**src/rtl/rc_pulse_decoder.sv**
```systemverilog
// rc_pulse_decoder: measures the high time of four RC receiver PWM lines, quantises each
// to an 8-bit offset, and raises per-channel update strobes plus a throttle-driven link flag.
module rc_pulse_decoder #(
    parameter int TICK_DIV      = 1250,
    parameter int MIN_TICKS     = 40,
    parameter int FULL_POINT    = 40,
    parameter int GLITCH_TICKS  = 30,
    parameter int MAX_TICKS     = 100,
    parameter int TIMEOUT_TICKS = 1000,
    parameter int HALF_POINT    = 20
) (
    input  logic       clk,
    input  logic       rst_n,
    input  logic [3:0] rc_in,
    output logic [7:0] throttle_offset,
    output logic [7:0] pitch_offset,
    output logic [7:0] roll_offset,
    output logic [7:0] yaw_offset,
    output logic [3:0] ch_update,
    output logic       link_ok
);

    localparam int DIV_W = (TICK_DIV > 1) ? $clog2(TICK_DIV) : 1;

    localparam logic [DIV_W-1:0] DIV_LAST  = DIV_W'(TICK_DIV - 1);
    localparam logic [7:0]       GLITCH8   = 8'(GLITCH_TICKS);
    localparam logic [7:0]       MAX8      = 8'(MAX_TICKS);
    localparam logic [8:0]       MIN9      = 9'(MIN_TICKS);
    localparam logic [8:0]       FULL9     = 9'(FULL_POINT);
    localparam logic [7:0]       FULL8     = 8'(FULL_POINT);
    localparam logic [7:0]       HALF8     = 8'(HALF_POINT);
    localparam logic [15:0]      TMO_LAST  = 16'(TIMEOUT_TICKS - 1);

    typedef enum logic [1:0] {
        WAIT_LOW = 2'd0,
        ARMED    = 2'd1,
        MEASURE  = 2'd2
    } state_t;

    logic [3:0]       r_sync1;
    logic [3:0]       r_sync2;
    logic [3:0]       r_prev;
    logic [3:0]       w_rise;
    logic [3:0]       w_fall;
    logic [DIV_W-1:0] r_div;
    logic             w_tick;
    state_t           r_state     [4];
    state_t           w_state_nxt [4];
    logic [7:0]       r_cnt       [4];
    logic [7:0]       r_off       [4];
    logic [3:0]       w_accept;
    logic [15:0]      r_tmo;
    logic             w_expire;
    logic [3:0]       r_upd;
    logic             r_link;

    // Width in ticks -> offset; the range check comes first so the subtraction never wraps.
    function automatic logic [7:0] quantise(input logic [7:0] cnt);
        logic [8:0] cnt9;
        logic [8:0] diff;
        cnt9 = {1'b0, cnt};
        if (cnt9 < MIN9) begin
            return 8'd0;
        end
        diff = cnt9 - MIN9;
        return (diff > FULL9) ? FULL8 : diff[7:0];
    endfunction

    // Synchronisers reset high so a line held high through reset never looks like a rising edge.
    // NOTE: non-blocking assignments make every flop sample the pre-edge value of its source,
    // which is what turns three statements into a three-stage shift chain.
    always_ff @(posedge clk or negedge rst_n) begin
        if (!rst_n) begin
            r_sync1 <= '1;
            r_sync2 <= '1;
            r_prev  <= '1;
        end else begin
            r_sync1 <= rc_in;
            r_sync2 <= r_sync1;
            r_prev  <= r_sync2;
        end
    end

    assign w_rise = r_sync2 & ~r_prev;
    assign w_fall = ~r_sync2 & r_prev;

    assign w_tick = (r_div == DIV_LAST);

    always_ff @(posedge clk or negedge rst_n) begin
        if (!rst_n) begin
            r_div <= '0;
        end else if (w_tick) begin
            r_div <= '0;
        end else begin
            r_div <= r_div + DIV_W'(1);
        end
    end

    // NOTE: every output of this block gets a default before the case, so no path can leave
    // one unassigned and infer a latch.
    always_comb begin
        for (int n = 0; n < 4; n++) begin
            w_state_nxt[n] = r_state[n];
            w_accept[n]    = 1'b0;
            unique case (r_state[n])
                WAIT_LOW: begin
                    if (!r_sync2[n]) begin
                        w_state_nxt[n] = ARMED;
                    end
                end
                ARMED: begin
                    if (w_rise[n]) begin
                        w_state_nxt[n] = MEASURE;
                    end
                end
                MEASURE: begin
                    if (w_fall[n]) begin
                        w_state_nxt[n] = ARMED;
                        w_accept[n]    = (r_cnt[n] >= GLITCH8) && (r_cnt[n] <= MAX8);
                    end
                end
                default: w_state_nxt[n] = WAIT_LOW;
            endcase
        end
    end

    always_ff @(posedge clk or negedge rst_n) begin
        if (!rst_n) begin
            for (int n = 0; n < 4; n++) begin
                r_state[n] <= WAIT_LOW;
                r_cnt[n]   <= '0;
            end
        end else begin
            for (int n = 0; n < 4; n++) begin
                r_state[n] <= w_state_nxt[n];
                if (r_state[n] == ARMED && w_rise[n]) begin
                    r_cnt[n] <= '0;
                end else if (r_state[n] == MEASURE && w_tick && r_cnt[n] != 8'hFF) begin
                    r_cnt[n] <= r_cnt[n] + 8'd1;
                end
            end
        end
    end

    // A throttle accept in the expiry cycle clears the counter and suppresses the expiry.
    assign w_expire = w_tick && (r_tmo == TMO_LAST) && !w_accept[0];

    always_ff @(posedge clk or negedge rst_n) begin
        if (!rst_n) begin
            r_tmo <= '0;
        end else if (w_accept[0]) begin
            r_tmo <= '0;
        end else if (w_tick && r_tmo != 16'hFFFF) begin
            r_tmo <= r_tmo + 16'd1;
        end
    end

    always_ff @(posedge clk or negedge rst_n) begin
        if (!rst_n) begin
            for (int n = 0; n < 4; n++) begin
                r_off[n] <= (n == 0) ? 8'd0 : HALF8;
            end
            r_upd  <= '0;
            r_link <= 1'b0;
        end else begin
            r_upd <= w_accept;
            if (w_accept[0]) begin
                r_link <= 1'b1;
            end else if (w_expire) begin
                r_link <= 1'b0;
            end
            for (int n = 0; n < 4; n++) begin
                if (w_accept[n]) begin
                    r_off[n] <= quantise(r_cnt[n]);
                end else if (w_expire) begin
                    r_off[n] <= (n == 0) ? 8'd0 : HALF8;
                end
            end
        end
    end

    assign throttle_offset = r_off[0];
    assign pitch_offset    = r_off[1];
    assign roll_offset     = r_off[2];
    assign yaw_offset      = r_off[3];
    assign ch_update       = r_upd;
    assign link_ok         = r_link;

endmodule
```
**config.mk**
```make
export PLATFORM = sky130hd
export DESIGN_NAME = rc_pulse_decoder
export DESIGN_NICKNAME = d
export VERILOG_FILES = /design/src/rtl/rc_pulse_decoder.sv
export SDC_FILE = /design/constraint.sdc
export NUM_CORES = 1
export LEC_CHECK = 0
export CELL_PAD_IN_SITES_DETAIL_PLACEMENT = 1
export CELL_PAD_IN_SITES_GLOBAL_PLACEMENT = 1
export CORE_MARGIN = 2
export CORE_UTILIZATION = 50
export DETAILED_ROUTE_END_ITERATION = 6
export DONT_BUFFER_PORTS = 1
export GPL_TIMING_DRIVEN = 1
export PLACE_DENSITY_LB_ADDON = 0.05
export SYNTH_ARGS = -nofsm -noshare
export SYNTH_HDL_FRONTEND = slang
export SYNTH_SLANG_ARGS = --single-unit
```
**constraint.sdc**
```tcl
create_clock -name clk -period 3.28 [get_ports clk]
set_input_delay 0.82 -clock clk [delete_from_list [all_inputs] [get_ports clk]]
set_output_delay 0.82 -clock clk [all_outputs]
set_load 0.1 [all_outputs]
```
# ---- Yosys cells after proc, flatten, opt, wreduce, memory -nomap -nowiden
# Cells that the tools add are included.
dict set report word_totals {
  word_cells 176
  regBits 116
  in_bits 6
  out_inout_bits 37
}
dict set report op_classes {
  reduce_logical 37
  n_addsub 10
  bitwise_logic 4
  eq_ne 27
  n_lt_le_gt_ge 16
  muxes 63
}
# op count
set op_table {}
lappend op_table {{two-way mux 8 bit} 26}
lappend op_table {{greater-than comparator 9 x 6 -> 1 bit, second input constant} 4}
lappend op_table {{subtractor 8 x 6 -> 9 bit, second input constant} 4}
lappend op_table {{adder 8 x 1 -> 8 bit, second input constant} 4}
lappend op_table {{greater-or-equal comparator 8 x 5 -> 1 bit, second input constant} 4}
lappend op_table {{<= comparator 8 x 7 -> 1 bit, second input constant} 4}
lappend op_table {{< comparator 8 x 6 -> 1 bit, second input constant} 4}
lappend op_table {{two-way mux 16 bit} 2}
lappend op_table {{!= test 8 bit, second input constant} 4}
lappend op_table {{two-way mux 2 bit} 12}
lappend op_table {{!= test 2 bit, second input constant} 12}
lappend op_table {{case mux 2 bit (3 select lines)} 4}
lappend op_table {{logical AND 1 bit} 19}
lappend op_table {{two-way mux 1 bit} 18}
lappend op_table {{nonzero test 2 bit} 9}
lappend op_table {{adder 16 x 1 -> 16 bit, second input constant} 1}
lappend op_table {{equality test 16 x 10 -> 1 bit, second input constant} 1}
lappend op_table {{!= test 16 bit, second input constant} 1}
lappend op_table {{AND reduction 3 bit} 4}
lappend op_table {{adder 11 x 1 -> 11 bit, second input constant} 1}
lappend op_table {{equality test 11 bit, second input constant} 1}
lappend op_table {{two-way mux 11 bit} 1}
lappend op_table {{AND 4 bit} 2}
lappend op_table {{equality test 2 x 1 -> 1 bit, second input constant} 4}
lappend op_table {{other kinds (4)} 11}

# ---- Depth between registers and ports, before layout
# Gate-level depths: netlist of the first run.
dict set report depth {
  depth_word 8
  mapped_depth 10
  mapped_depth_nobuf 8
}

# ---- Worst setup path before layout of the first run
# OpenSTA, ideal clock, no wires.
dict set report synth_timing {
  kind {reg-to-reg}
  start {register r_tmo[12]}
  end {register r_off, in the netlist pitch_offset[0]}
  setup_ps 122
  path_stages_with_launch 7
  slack_ps 886
  t_arrival_ps 2273
  period_less_slack_ps 2394
  path_cell_list {dfrtp_1 > or4b_1 > or4_1 > or4_4 > nand2b_4 > buf_6 > a32o_1}
}
dict set report synth_via {
  elab_chain_cells 4
}
# item line_no
set synth_rtl {}
lappend synth_rtl {{start, declared} 52} ;# logic [15:0] r_tmo;
lappend synth_rtl {{start signal, assigned} 154} ;# r_tmo <= r_tmo + 16'd1;
lappend synth_rtl {{equality test 16 x 10 -> 1 bit} 146} ;# assign w_expire = w_tick && (r_tmo == TMO_LAST) && !w_accept[0];
lappend synth_rtl {{logical AND 1 bit (2 in a row)} 146}
lappend synth_rtl {{nonzero test 2 bit (no source line)} -}
lappend synth_rtl {{end signal, assigned by index} 161} ;# r_off[n] <= (n == 0) ? 8'd0 : HALF8;
lappend synth_rtl {{end signal, assigned by index} 174} ;# r_off[n] <= quantise(r_cnt[n]);
lappend synth_rtl {{end signal, assigned by index} 176} ;# r_off[n] <= (n == 0) ? 8'd0 : HALF8;
lappend synth_rtl {{end, declared} 50} ;# logic [7:0] r_off [4];
# No other way between the ends.
# A chain may end at the register's enable or synchronous reset.

# ---- Final worst setup path of the first run
dict set report layout_timing {
  start {register r_cnt[28] (netlist name)}
  end {register r_off, in the netlist yaw_offset[2]}
}
dict set report layout_via {
  elab_chain_cells 7
  word_cells_on_any_way 8
  classes_between {order compare (2); mux (2); reduce/logical (4)}
}
# item line_no
set layout_rtl {}
lappend layout_rtl {{start, declared} 49} ;# logic [7:0] r_cnt [4];
lappend layout_rtl {{start signal, assigned by index} 139} ;# r_cnt[n] <= r_cnt[n] + 8'd1;
lappend layout_rtl {{greater-or-equal comparator 8 x 5 -> 1 bit / <= comparator 8 x 7 -> 1 bit (equally long branches)} 119} ;# w_accept[n] = (r_cnt[n] >= GLITCH8) && (r_cnt[n] <= MAX8);
lappend layout_rtl {{logical AND 1 bit (*)} 119}
lappend layout_rtl {{two-way mux 1 bit (*)} 117} ;# if (w_fall[n]) begin
lappend layout_rtl {{two-way mux 1 bit (*)} 105} ;# unique case (r_state[n])
lappend layout_rtl {{logical NOT 1 bit (*)} 146}
lappend layout_rtl {{logical AND 1 bit (*)} 146}
lappend layout_rtl {{nonzero test 2 bit (no source line) (*)} -}
# Mark *: on every way between the ends. The rest lies on a longest branch, timed or not.

==> results of run 1 <==
## placed cells by master, fill, tap and decap left out, drive strengths merged, types with 11 or more instances in the layout
cell type and n:
dfrtp 98, nor2 65, nand2 38, xnor2 34, inv 30, ha 27
clkbuf 24, nor3 23, nand3 23, o21ai 22, nor4 22, dfstp 18
and3 14, nand2b 12, nand4 11, a32o 11
## flip-flops by register name, summed over array words and instances (netlist names)
register / count
r_cnt: 32
r_tmo: 16
r_div: 11
pitch_offset: 8
r_state: 8
roll_offset: 8
throttle_offset: 8
yaw_offset: 8
ch_update: 4
r_prev: 4
r_sync1: 4
r_sync2: 4
link_ok: 1
## layout make-up
type                    instances  area share [%]
flip-flops and latches        116            42.4
inverters                      30            1.63
repair buffers                  9           0.980
clock inverters                 8            2.07
clock buffers                  24            7.57
well taps                     147            2.67
multi-input cells             434            42.6
## per-layer routing
layer | global-route usage (%) | vias to the layer above
li1 | - | 2207
met5 | 0 | -
met4 | 8.86 | 0
met3 | 5.77 | 23
met2 | 41.7 | 75
met1 | 29.9 | 2369
## power breakdown
part           switching [mW]  internal, mW
Combinational          0.0328        0.0242
Clock                   0.630          1.41
Sequential             0.0199          1.46
Total                   0.682          2.89
## cells by family after synthesis
logic type,Yosys count,share of synthesized area (%)
compound gates,100,12.1
fa+ha+maj,27,5.53
buf+inv,64,4.07
mux,6,1.02
xor+xnor,41,5.87
flops,116,47.9
simple gates,260,23.6
## final timing paths
| kind | from | end | slack, ps | cells after the start |
|---|---|---|---|---|
| max | r_cnt[28]$_DFFE_PN0P_ | yaw_offset[2]$_DFFE_PN1P_ | 650 | 9 |
| min | rst_n | r_state[0]$_DFFE_PN0P_ | 90 | 0 |
| max reg2reg | r_cnt[28]$_DFFE_PN0P_ | yaw_offset[2]$_DFFE_PN1P_ | 650 | 9 |
| min reg2reg | r_sync1[1]$_DFF_PN1_ | r_sync2[1]$_DFF_PN1_ | 350 | 0 |
| max in group asynchronous | rst_n | r_sync2[0]$_DFF_PN1_ | 2940 | 0 |
| min in group clk | r_sync1[1]$_DFF_PN1_ | r_sync2[1]$_DFF_PN1_ | 350 | 0 |
## worst max-delay path, delay by kind of cell (launching register included)
kind	cells	cell delay [ps]
simple gates	3	910
buf+inv	3	600
compound gates	2	480
flops	1	390
fa+ha+maj	1	170
## metrics by stage
| step | total power, mW | setup WS, ps | cell area (sq um) |
|---|---|---|---|
| 3_5_place_dp | 1.56 | 751 | 6230 |
| 3_3_place_gp | 1.56 | 856 | 6230 |
| 2_1_floorplan | 1.54 | 886 | 6110 |
| 6_report | 3.58 | 654 | 6890 |
| 4_1_cts | 3.63 | 636 | 6890 |
| 5_1_grt | 3.68 | 496 | 6890 |
==> impl_metrics.ini, run 1 <==
[power]
leakage_nw = 2.96
vdd_ir_drop_max_v = 0.000314
p_per_area_nw_per_um2 = 519

[sta]
setup_tns_ps = 0
rsz0062_at_grt = false
finalCritPeriodShare_pct = 80.0
period_minus_slack_ps = 2630
drv_slew = 0
holdWs_ps = 94.6
fmax_ghz = 0.381
worst_slew_pin_slew_ps = 994
finClkSkew_ps = 8.97
hold_viol_final = 0
slew_headroom_pct = 33.7
setup_viol = 0

[synth]
yosys_register_bits = 116
synth_cells = 614
yosysMostFrequentCell = dfrtp_1
avgSynthCellArea_sq_um = 9.96
synth_edf_count = 0
synth_common_cells = dfrtp_1, nor2_1, nand2_1, xnor2_1
synth_cell_type_count = 63
ys_top_cells_by_area = dfrtp_1, dfstp_2, ha_1
synth_top_area_share_pct = 40.1
synth_area_sq_um = 6110
syn_nets = 647
async_reset_ff_share_pct = 100
synth_ff_type = dfrtp_1
ys_seq_area_share_pct = 47.9
synth_warnings = 0
synth_top_area_cell = dfrtp_1

[die]
core-area_sq_um = 12000
start_util_pct = 51.1
rows = 40
die_w_um = 115
boundaryPins = 43
die_h_um = 115
die_area_sq_um = 13100

[critical_path]
end_kind = register
critPathMostFrequentCell = inv_1
cp-start-kind = register
worstPathMaxFanout = 12
critPathArrivalTime_ps = 2970
crit_chain = inv_1, ha_1, or4bb_1, a32oi_1, nand2_1, inv_1, nor2_1, buf_4, o31a_1
cp.required_ps = 3620
slowest_delay_ps = 530
crit_type = register to register
cpMaxStageDelayCell = or4bb_1

[finish]
syn_to_final_growth_pct = 12.8
multi_input_area_sq_um = 2940
final_cell_count_no_fill = 768
antenna_cells = 0
finalNetCount = 641
drive_gt1_share_pct = 13.5
seq_area_sq_um = 2930
fill_cells = 1309
final_core_util_pct = 57.6

[routing]
wl_per_cell_um = 19.2
vias = 4674
first_iter_violations = 248
vias_per_cell = 6.09
antenna_left = 0
firstDrtPassIters = 4
drc = 0
met3_length_um = 644
wl_met1_um = 6530
top_layer = met4
route.met2.wl_um = 7330
routed_wl_um = 14800

[global_route]
grt_max_degree = 117
grt_pass1_wl_um = 25000
grt_pass1_vias = 4967
overflow = 0
track_usage_pct = 24.3
antenna_found_initial = 0

[clock_tree]
postCtsSetupRepairBufs = 0
worstSkewPairLatency_ps = 420
cts.path.max_buffers = 2
tritoncts = done
h-tree-depth = 4
ctsResizeCount = 0
cts_buffers = 17
cts_sinks = 116
clk_pin_slew_ps = 50
cts_root_buf = clkbuf_16
cts_hold_buf = 0

[job]
drv_cap = 0

[placement]
dp.cells = 736
io_buffers = 0
place.detailed.hpwl_um = 10000
gp_congestion = 0.792

[outcome]
status = finished, final reports clean

[min_path]
hold_class = primary input to async pin
(Power assumes the default switching activity.)
==> inputs of run 2 (changes only) <==
CORE_UTILIZATION = 45   (was 50)
clock period = 2.3 ns   (was 3.28 ns; I/O delays follow)
==> impl_metrics.ini, run 2 (synthesis gave the netlist of run 1 again) <==
[finish]
seq_area_sq_um = 2930
multi_input_area_sq_um = 2980
syn_to_final_growth_pct = 20.6
largest_reg_flops = 32
antenna_cells = 0
finalNetCount = 703
final_cell_count_no_fill = 859
top_register = r_cnt
top_regs = r_cnt: 32 flops, r_tmo: 16 flops, r_div: 11 flops
final_cell_mix = dfrtp_1, buf_4, nor2_1
drive_gt1_share_pct = 22.3
final_common_cell = dfrtp_1
fill_cells = 1511

[critical_path]
crit_type = register to register
cp.required_ps = 2600
crit_start = r_tmo[12]$_DFFE_PN0P_
cpMaxStageDelayCell = or4b_4
worstPathMaxFanout = 6
cp-start-kind = register
crit_chain = or4b_4, or4_4, or4_4, nand2b_4, a32o_1
rr_startpoint = r_tmo[12]$_DFFE_PN0P_
slowest_delay_ps = 530
end_kind = register
critPathMostFrequentCell = or4_4
critPathArrivalTime_ps = 2700

[clock_tree]
cts.path.max_buffers = 2
cts_buffers = 17
clk_pin_slew_ps = 50
tritoncts = done
cts_sinks = 116
worstSkewPairLatency_ps = 420
h-tree-depth = 4
cts_root_buf = clkbuf_16

[power]
vdd_ir_drop_max_v = 0.000523
p_per_area_nw_per_um2 = 658
pwr-share-clk_pct = 54.7
seqPwrFrac_pct = 43.6
p_int_mw = 3.87
switching_share_pct = 20.2
p_switching_mw = 0.981
leakage_nw = 3.24
combPwrFrac_pct = 1.7

[sta]
worst_slack_ps = -90.9
hold_viol_final = 101
fmax_ghz = 0.418
worst_slew_pin_slew_ps = 918
finClkSkew_ps = 7.14
period_minus_slack_ps = 2390
slew_headroom_pct = 38.8
rsz0062_at_grt = true
finalCritPeriodShare_pct = 104
drv_slew = 0
setup_viol = 17
holdWs_ps = -152

[routing]
firstDrtPassIters = 4
routed_wl_um = 15200
wl_per_cell_um = 17.7
first_iter_violations = 215
vias_per_cell = 5.66
drc = 0
vias = 4861
antenna_left = 0

[outcome]
violations = hold timing, setup timing
status = finished, violations left

[min_path]
hold_class = primary input to async pin

[global_route]
grt_pass1_vias = 5138
grt_max_degree = 117
track_usage_pct = 22.4
grt_pass1_wl_um = 25800
overflow = 0
antenna_found_initial = 0

[die]
core-area_sq_um = 13200
die_area_sq_um = 14500
die_w_um = 121
die_h_um = 121
start_util_pct = 46.2
rows = 42
boundaryPins = 43

[placement]
dpl_worst_slack_ps = -100
dp.cells = 824
place.detailed.hpwl_um = 10500
gp_congestion = 0.796
io_buffers = 0

[job]
drv_cap = 0
run 2: worst max-delay path, delay by kind of cell (launching register included):
kind,cells,cell delay (ps)
AND/OR/NAND/NOR,4,1620
flip-flops,1,380
AO/OA/AOI/OAI,1,280
run 2: path summary, 6_finish.rpt:
kind | endpoint | slack [ps] | depth (start not counted)
max in group asynchronous | r_prev[2]$_DFF_PN1_ | 2220 | 0
min in group clk | r_sync1[3]$_DFF_PN1_ | 150 | 0
worst min-delay path | roll_offset[5]$_DFFE_PN0P_ | -150 | 0
worst max register to register | pitch_offset[1]$_DFFE_PN0P_ | -90 | 5
worst min register to register | r_sync2[2]$_DFF_PN1_ | 350 | 0
worst max-delay path | pitch_offset[1]$_DFFE_PN0P_ | -90 | 5
run 2: metal layers:
metal	vias to the layer above	track usage [%]	wire length [um]
li1	2334	-	-
met1	2448	27.0	6620
met2	55	38.8	7750
met3	24	5.47	517
met4	0	7.78	294
met5	-	0	0
run 2: final cells by class:
cell class / count / share of cell area (%)
clock buffers: 22 / 6.30
well taps: 176 / 2.99
multi-input cells: 435 / 40.5
repair buffers: 70 / 7.28
flip-flops and latches: 116 / 39.7
clock inverters: 10 / 1.76
inverters: 30 / 1.53
run 2: through the flow:
step           hold slack [ps]  utilization [%]  TNS (ps)  total power, mW  cell area, sq um
3_3_place_gp               284             50.7      -253             2.22              6710
5_1_grt                   -172             55.7     -2440             5.01              7370
6_report                  -152             55.7     -1250             4.85              7370
3_5_place_dp               284             50.7      -933             2.23              6710
4_1_cts                   -164             55.3     -1200             4.91              7320
2_1_floorplan              279                -      -613             2.20              6120
run 2: timing repair:
item,in CTS,in global routing
endpoints found under the setup margin,18,41
setup buffers,0,2
endpoints found under the hold margin,106,105
pin swaps,0,3
gates resized for setup,1,12
gates cloned,1,0
run 2: power groups by stage:
stage	clock (mW)	combinational, mW	sequential (mW)
finish	2.65	0.0839	2.11
global route	2.80	0.0936	2.12
CTS	2.71	0.0856	2.11
detailed placement	0	0.0835	2.15
global placement	0	0.0808	2.14
floorplan	0	0.0621	2.14
==> inputs of run 3 (changes only) <==
SKIP_LAST_GASP = 1   (was default)
==> impl_metrics.ini, run 3 (synthesis gave the netlist of run 1 again) <==
[critical_path]
crit_chain = or4b_4, or4_4, or4_4, nand2b_4, a32o_1
end_kind = register
crit_type = register to register
critPathArrivalTime_ps = 2690
rr_startpoint = r_tmo[12]$_DFFE_PN0P_
critPathMostFrequentCell = or4_4
cp-start-kind = register
crit_buf_inv = 0
worstPathMaxFanout = 6
cpMaxStageDelayCell = or4b_4
crit_family = simple AND/OR/NAND/NOR gates
crit_start = r_tmo[12]$_DFFE_PN0P_
slowest_delay_ps = 530
cp.required_ps = 2600

[routing]
antenna_left = 0
wl_per_cell_um = 17.6
firstDrtPassIters = 4
drc = 0
first_iter_violations = 239
vias = 4877
routed_wl_um = 15200
vias_per_cell = 5.68

[finish]
top_regs = r_cnt: 32 flops, r_tmo: 16 flops, r_div: 11 flops
drive_gt1_share_pct = 22.0
syn_to_final_growth_pct = 20.5
top_register = r_cnt
final_cell_count_no_fill = 859
final_common_cell = dfrtp_1
final_cell_mix = dfrtp_1, buf_4, nor2_1
largest_reg_flops = 32
final_core_util_pct = 55.7
antenna_cells = 0
finalNetCount = 703

[min_path]
hold_class = primary input to async pin

[die]
boundaryPins = 43
rows = 42
core-area_sq_um = 13200
die_area_sq_um = 14500
die_w_um = 121
die_h_um = 121
start_util_pct = 46.2

[placement]
gp_congestion = 0.796
place.detailed.hpwl_um = 10500
dp.cells = 824
io_buffers = 0

[sta]
slew_headroom_pct = 38.8
finClkSkew_ps = 8.02
rsz0062_at_grt = true
drv_slew = 0
setup_tns_ps = -1250
finalCritPeriodShare_pct = 104
worst_slack_ps = -90.4
holdWs_ps = -152
worst_slew_pin_slew_ps = 917
setup_viol = 17
fmax_ghz = 0.418
period_minus_slack_ps = 2390
hold_viol_final = 101

[clock_tree]
h-tree-depth = 4
tritoncts = done
clk_pin_slew_ps = 50
worstSkewPairLatency_ps = 420
cts.path.max_buffers = 2
cts_buffers = 17
cts_root_buf = clkbuf_16
cts_sinks = 116

[global_route]
grt_pass1_vias = 5138
antenna_found_initial = 0
grt_pass1_wl_um = 25800
overflow = 0
grt_max_degree = 117
track_usage_pct = 22.4

[job]
drv_cap = 0

[power]
finalPower_mw = 4.85
p_per_area_nw_per_um2 = 658
leakage_nw = 3.24
vdd_ir_drop_max_v = 0.000523

[outcome]
status = finished, violations left
violations = hold timing, setup timing
-- run 3: cell counts in the layout (fill, tap and decap cells not counted) --
No cell type changed its count.
-- run 3: final cells by class --
| type | instances | area [sq um] |
|---|---|---|
| clock buffer | 22 | 464 |
| multi-input combinational | 435 | 2980 |
| inverter | 30 | 113 |
| timing repair buffer | 70 | 537 |
| clock inverter | 10 | 130 |
| sequential | 116 | 2930 |
| fill | 1512 | 5870 |
| tap | 176 | 220 |
-- run 3: path summary, 6_finish.rpt --
path,to,slack (ps),cells after the start
max,pitch_offset[1]$_DFFE_PN0P_,-90,5
max reg2reg,pitch_offset[1]$_DFFE_PN0P_,-90,5
max in group asynchronous,r_prev[2]$_DFF_PN1_,2220,0
min,roll_offset[5]$_DFFE_PN0P_,-150,0
min in group clk,r_sync1[3]$_DFF_PN1_,150,0
min reg2reg,r_sync2[2]$_DFF_PN1_,350,0
-- run 3: per-layer routing --
layer / share of wire (%) / routed length [um] / up-vias / GRT usage, %
met5: 0 / 0 / - / 0
met4: 2.0 / 298 / 0 / 7.78
met3: 3.3 / 506 / 24 / 5.47
met2: 51 / 7770 / 55 / 38.8
met1: 43 / 6570 / 2459 / 27.0
li1: - / - / 2339 / -
-- run 3: what timing repair did --
action	4_1_cts	5_1_grt
endpoints found under the setup margin	18	41
pin swaps	0	3
cloned	1	0
hold endpoints to repair	106	105
buffers inserted	0	2
gates resized for setup	1	10
-- run 3: power breakdown --
group	internal (mW)	switching, mW
clock	1.75	0.903
sequential	2.09	0.0273
combinational	0.0362	0.0476
total	3.87	0.978
-- run 3: through the flow --
step | setup slack [ps] | instance area (sq um)
3_3_place_gp | -35.2 | 6710
2_1_floorplan | -88.9 | 6120
3_5_place_dp | -100 | 6710
6_report | -90.4 | 7370
5_1_grt | -140 | 7370
4_1_cts | -97.1 | 7320
